`src/rtl/bcd_countdown_timer_pkg.sv`:
```
// Shared definitions for the BCD countdown timer: FSM encodings, digit limit, din clamp helper.
// Latency: n/a (types and pure functions only).
// Backpressure: n/a.
package bcd_countdown_timer_pkg;

    typedef enum logic [1:0] {
        ST_IDLE = 2'd0,
        ST_RUN  = 2'd1,
        ST_DONE = 2'd2
    } state_t;

    localparam logic [3:0] BCD_MAX = 4'd9;

    // Non-decimal nibbles (A..F) are forced to 9 so the counter only ever holds legal BCD
    function automatic logic [3:0] bcd_clamp(input logic [3:0] d);
        return (d > BCD_MAX) ? BCD_MAX : d;
    endfunction

endpackage

```
`src/rtl/bcd_countdown_timer_digit.sv`:
```
// One BCD digit of the down-counter: decrements when a borrow arrives, wraps 0 -> 9 and propagates.
// Latency: purely combinational.
// Backpressure: none; borrow_in acts as the enable.
module bcd_down_digit
    import bcd_countdown_timer_pkg::*;
(
    input  logic [3:0] digit,
    input  logic       borrow_in,
    output logic [3:0] next_digit,
    output logic       borrow_out
);

    // Decrement on borrow; a zero digit rolls to 9 and passes the borrow on
    always_comb begin
        next_digit = digit;
        if (borrow_in) begin
            next_digit = (digit == 4'd0) ? BCD_MAX : (digit - 4'd1);
        end
    end

    assign borrow_out = borrow_in & (digit == 4'd0);

endmodule

```
`src/rtl/bcd_countdown_timer.sv`:
```
// Multi-digit BCD down-counter with IDLE/RUN/DONE control, pause, auto-reload from preset and expiry pulse.
// Latency: Y updates on the same clk edge that samples tick/load/start; expire is a one-cycle registered pulse.
// Backpressure: none; tick is a one-cycle strobe and is dropped when not in RUN or when load/stop win.
module bcd_countdown_timer
    import bcd_countdown_timer_pkg::*;
#(
    parameter int DIGITS = 2
) (
    input  logic                  clk,
    input  logic                  rst,
    input  logic                  load,
    input  logic [4*DIGITS-1:0]   din,
    input  logic                  start,
    input  logic                  stop,
    input  logic                  tick,
    output logic [4*DIGITS-1:0]   Y,
    output logic                  running,
    output logic                  done,
    output logic                  expire
);

    localparam int W = 4 * DIGITS;

    state_t         state;
    state_t         state_nxt;
    logic [W-1:0]   count;
    logic [W-1:0]   count_nxt;
    logic [W-1:0]   preset;
    logic [W-1:0]   preset_nxt;
    logic           expire_nxt;
    logic [W-1:0]   din_clamped;
    logic [W-1:0]   count_dec;
    logic [DIGITS:0] borrow;
    logic           dec_en;
    logic           count_zero;
    logic           preset_zero;

    // Per-digit clamp of the preset and borrow chain for the decrement
    for (genvar i = 0; i < DIGITS; i++) begin : g_digit
        assign din_clamped[4*i +: 4] = bcd_clamp(din[4*i +: 4]);

        bcd_down_digit u_digit (
            .digit      (count[4*i +: 4]),
            .borrow_in  (borrow[i]),
            .next_digit (count_dec[4*i +: 4]),
            .borrow_out (borrow[i+1])
        );
    end

    // Decrement only in RUN on a tick that neither load nor stop pre-empts
    assign dec_en      = (state == ST_RUN) & tick & ~load & ~stop;
    assign borrow[0]   = dec_en;
    assign count_zero  = (count == '0);
    assign preset_zero = (preset == '0);

    // State register
    always_ff @(posedge clk or negedge rst) begin
        if (!rst) begin
            state <= ST_IDLE;
        end else begin
            state <= state_nxt;
        end
    end

    // Count, preset and expiry pulse registers
    always_ff @(posedge clk or negedge rst) begin
        if (!rst) begin
            count  <= '0;
            preset <= '0;
            expire <= 1'b0;
        end else begin
            count  <= count_nxt;
            preset <= preset_nxt;
            expire <= expire_nxt;
        end
    end

    // Next-state and datapath: load > stop > start > tick
    always_comb begin
        state_nxt  = state;
        count_nxt  = count;
        preset_nxt = preset;
        expire_nxt = 1'b0;
        if (load) begin
            preset_nxt = din_clamped;
            count_nxt  = din_clamped;
            state_nxt  = ST_IDLE;
        end else begin
            case (state)
                ST_IDLE: begin
                    // stop has nothing to pause here, so start is honoured alongside it
                    if (start) begin
                        state_nxt = count_zero ? ST_DONE : ST_RUN;
                    end
                end
                ST_RUN: begin
                    if (stop) begin
                        state_nxt = ST_IDLE;
                    end else if (tick && !borrow[DIGITS]) begin
                        // A borrow out of the top digit would mean a wrap below zero; never apply it
                        count_nxt = count_dec;
                        if (count_dec == '0) begin
                            state_nxt  = ST_DONE;
                            expire_nxt = 1'b1;
                        end
                    end
                end
                ST_DONE: begin
                    if (stop) begin
                        state_nxt = ST_IDLE;
                    end else if (start) begin
                        count_nxt = preset;
                        state_nxt = preset_zero ? ST_DONE : ST_RUN;
                    end
                end
                default: begin
                    state_nxt = ST_IDLE;
                end
            endcase
        end
    end

    // Status outputs decoded from the state register
    always_comb begin
        running = (state == ST_RUN);
        done    = (state == ST_DONE);
    end

    assign Y = count;

endmodule

```
`config.mk`:
```
export PLATFORM = sky130hd
export DESIGN_NAME = bcd_countdown_timer
export DESIGN_NICKNAME = d
export VERILOG_FILES = /design/src/rtl/bcd_countdown_timer_pkg.sv /design/src/rtl/bcd_countdown_timer_digit.sv /design/src/rtl/bcd_countdown_timer.sv
export SDC_FILE = /design/constraint.sdc
export NUM_CORES = 1
export LEC_CHECK = 0
export BUFFER_PORTS_ARGS = -buffer_cell sky130_fd_sc_hd__buf_4
export CAP_MARGIN = 20
export CORE_ASPECT_RATIO = 0.7
export CORE_UTILIZATION = 48
export CTS_CLUSTER_SIZE = 8
export DETAILED_ROUTE_END_ITERATION = 12
export GPL_TIMING_DRIVEN = 0
export PLACE_DENSITY = 0.73
export SETUP_SLACK_MARGIN = 0.1
export SLEW_MARGIN = 20
export SYNTH_ARGS = -nofsm -noshare
export SYNTH_HDL_FRONTEND = slang
export SYNTH_SLANG_ARGS = --single-unit
```
`constraint.sdc`:
```
create_clock -name clk -period 1.9 [get_ports clk]
set_clock_uncertainty 0.05 [all_clocks]
set_input_delay 0.19 -clock clk [delete_from_list [all_inputs] [get_ports clk]]
set_output_delay 0.19 -clock clk [all_outputs]
set_load 0.01 [all_outputs]
```
==> results by group <==
Setup path
  • Critical path's top delay family: simple AND/OR/NAND/NOR gates
  • CP Capture Type: flip-flop
  • CP Cell Sequence: buf_6, or3_4, nor4b_4, buf_4, and2_4, o21ai_2, a32oi_1
  • Critical Path Max Stage Delay: 0.40 ns
  • Worst Setup Start Kind: flip-flop
  • Crit path kind: reg -> reg
  • Worst Path Required: 2.08 ns
  • CP max FO: 3
  • WP data arrival: 1.99 ns
  • CP max-delay cell: dfrtp_1
  • WP buf/inv: 2

Cells and area
  • Final instance area: 1560 um^2
  • Register area: 482 um^2
  • Layout fillers: 195
  • Nets: 185
  • Antenna cells: 0
  • Synth-to-Final Area Change: 31.5%
  • Area occupied by multi-input gates: 692 um^2
  • Finished Layout Cells: 202
  • Share of cells above drive strength 1: 34.7%

Clock tree
  • Worst-Skew Late Latency: 0.31 ns
  • CTS root buffer: clkbuf_4
  • CTS max path bufs: 2
  • TritonCTS Buffers: 3
  • Worst-path clk slew: 0.11 ns
  • H-tree depth: 1
  • CTS sink count: 19
  • CTS tree: yes

Placement
  • Port bufs: 23
  • Placed insts: 189
  • HPWL Detailed: 2.16 mm
  • DP Area: 1430 um^2
  • Routability cong.: 0.799

Logic synthesis
  • Yosys top cell area share: 40.0%
  • Xor and xnor area share after synthesis: 1.47%
  • Dominant cell type by area after synthesis: dfrtp_1
  • Synth Warn #: 0
  • Ranking of synthesized cells by area: dfrtp_1 (40%), nor2_1 (5.4%), o21ai_0 (5.1%)
  • Post-synth EDFFs: 0
  • Share of the yosys chip area belonging to registers: 40.0%
  • Mux cell area share after synthesis: 1.79%
  • Post-synth cell types: 48
  • Post-synthesis adder-cell area fraction: 0%
  • Cells after Synth: 134
  • Most frequent cell after synthesis: dfrtp_1
  • Compound-Gate Fraction of Synth Area: 20.5%
  • Syn Nets: 148
  • Fraction of registers with async set/reset: 100%
  • Synthesized cell area: 1190 um^2
  • Simple-gate share of the synthesized area: 29.6%
  • Post-synth top cells: dfrtp_1 (19), nor2_1 (17), nand2_1 (13)
  • Mean Syn Cell Area: 8.87 um^2
  • Synth Register Bits: 19
  • Combinational family with the most area after synthesis: simple AND/OR/NAND/NOR gates
  • Prevailing post-synth register cell: dfrtp_1

Power and ir drop
  • Final Power: 1100 uW
  • Pleak: 0.000675 uW
  • Pwr Density: 701 nW/um^2
  • Max IR drop VDD: 0.000362 V

Hold path
  • Worst hold path class: in -> reg

Timing
  • Relative slew slack: 68.0%
  • Final min period: 1.81 ns
  • Fmax: 553 MHz
  • RSZ-0062 raised after global routing: yes
  • Sum of negative setup slack: 0 ns
  • Hold Violations, Final: 0
  • Final setup viols: 0
  • Worst slew pin tran: 0.481 ns
  • Final Max Slew Viols: 0
  • Final hold slack: 0.0687 ns
  • Period utilisation layout: 95.1%

Floorplanning
  • Cell row count: 14
  • Io pins: 25
  • Die W: 61.5 um
  • Die Area: 2680 um^2
  • Die height: 43.6 um
  • Initial core utilization: 53.0%
  • Core area: 2240 um^2

Status
  • Outcome: finished clean

GRT
  • All-Layer GR Usage: 24.9%
  • Overflow after GRT: 0
  • Via count of the first global-routing pass: 1010
  • First-pass GRT wire length: 4.69 mm
  • Initial antenna violation count: 0
  • Pin count of the biggest net entering global routing: 20

Routing
  • WL/cell: 15.1 um
  • Initial DRC Count: 68
  • Detailed Route WL: 3.06 mm
  • Total DRC errors in the routed layout: 0
  • Drt pass-1 iters: 5
  • DR vias: 1146
  • Vias per std cell: 5.67
  • Final ANT Viol Nets: 0

Job
  • Max cap viols: 0
## area by class of cell
cell class                 count  share of cell area (%)
buffer                         7                    3.20
sequential                    19                    30.8
inverter                       8                    1.92
clock buffer                   4                    1.68
tap                           32                    2.56
timing repair buffer          32                    15.5
multi-input combinational    100                    44.3
## metrics by stage
step                utilization (%)  setup slack [ns]
finish                         69.7            0.0924
global route                   69.7            0.0241
CTS                            68.1            0.0501
detailed placement             63.6            -0.186
global placement               63.6            -0.188
floorplan                         -            0.0880
## final timing paths
kind | from | end | slack (ns) | depth (start not counted)
max in group asynchronous | rst | Y[2] | 1.34 | 2
setup / recovery | Y[3] | Y[6] | 0.09 | 7
setup reg to reg | Y[3] | Y[6] | 0.09 | 7
hold / removal | din[7] | preset[7] | 0.07 | 3
hold reg to reg | preset[0] | preset[0] | 0.48 | 2
min in group asynchronous | rst | Y[5] | 0.22 | 2
## worst min-delay path: cells and delay by family
family	cells	cell delay, ns
simple gates	2	0.10
buf+inv	1	0.09
## where the power goes
group / internal (uW) / switching, uW
Clock: 82.0 / 131
Sequential: 455 / 53.5
Combinational: 194 / 181
## flip-flops by register name, summed over array words and instances, names as in the netlist
signal,flops
Y,8
expire,1
preset,8
state,2
## per-layer routing
layer / global-route usage (%) / part of all wire [%] / vias to the layer above
met5: 0 / 0 / -
met4: 6.67 / 0.36 / 0
li1: - / - / 558
met2: 38.0 / 47 / 58
met1: 34.5 / 44 / 528
met3: 7.46 / 8.4 / 2
## cell usage in the layout, fill, tap and decap left out, types with 2 or more instances in the layout
cell / n
nand2_1: 13
clkbuf_4: 3
o21ai_0: 11
buf_4: 31
a31oi_1: 4
a311o_1: 2
dfrtp_2: 5
nand3_1: 2
or3_1: 2
inv_1: 7
dfrtp_1: 14
nor3b_1: 2
nor2b_1: 3
nor4b_4: 3
a21oi_1: 4
nor3_1: 2
nor2_1: 17
nand2b_1: 2
buf_6: 3
clkbuf_1: 4
nor4_1: 2
## repair_timing
item,in CTS,in global routing
buffers inserted,7,1
endpoints found under the hold margin,19,0
setup endpoints to repair,8,7
pin swaps,6,4
hold buffers,1,0
resized for setup,6,8
## kinds of logic after synthesis
kind of cell | Yosys count
AO/OA/AOI/OAI | 36
XOR/XNOR | 2
buffers and inverters | 15
flip-flops | 19
multiplexers | 2
AND/OR/NAND/NOR | 60
Power figures use the tool's default switching activity.
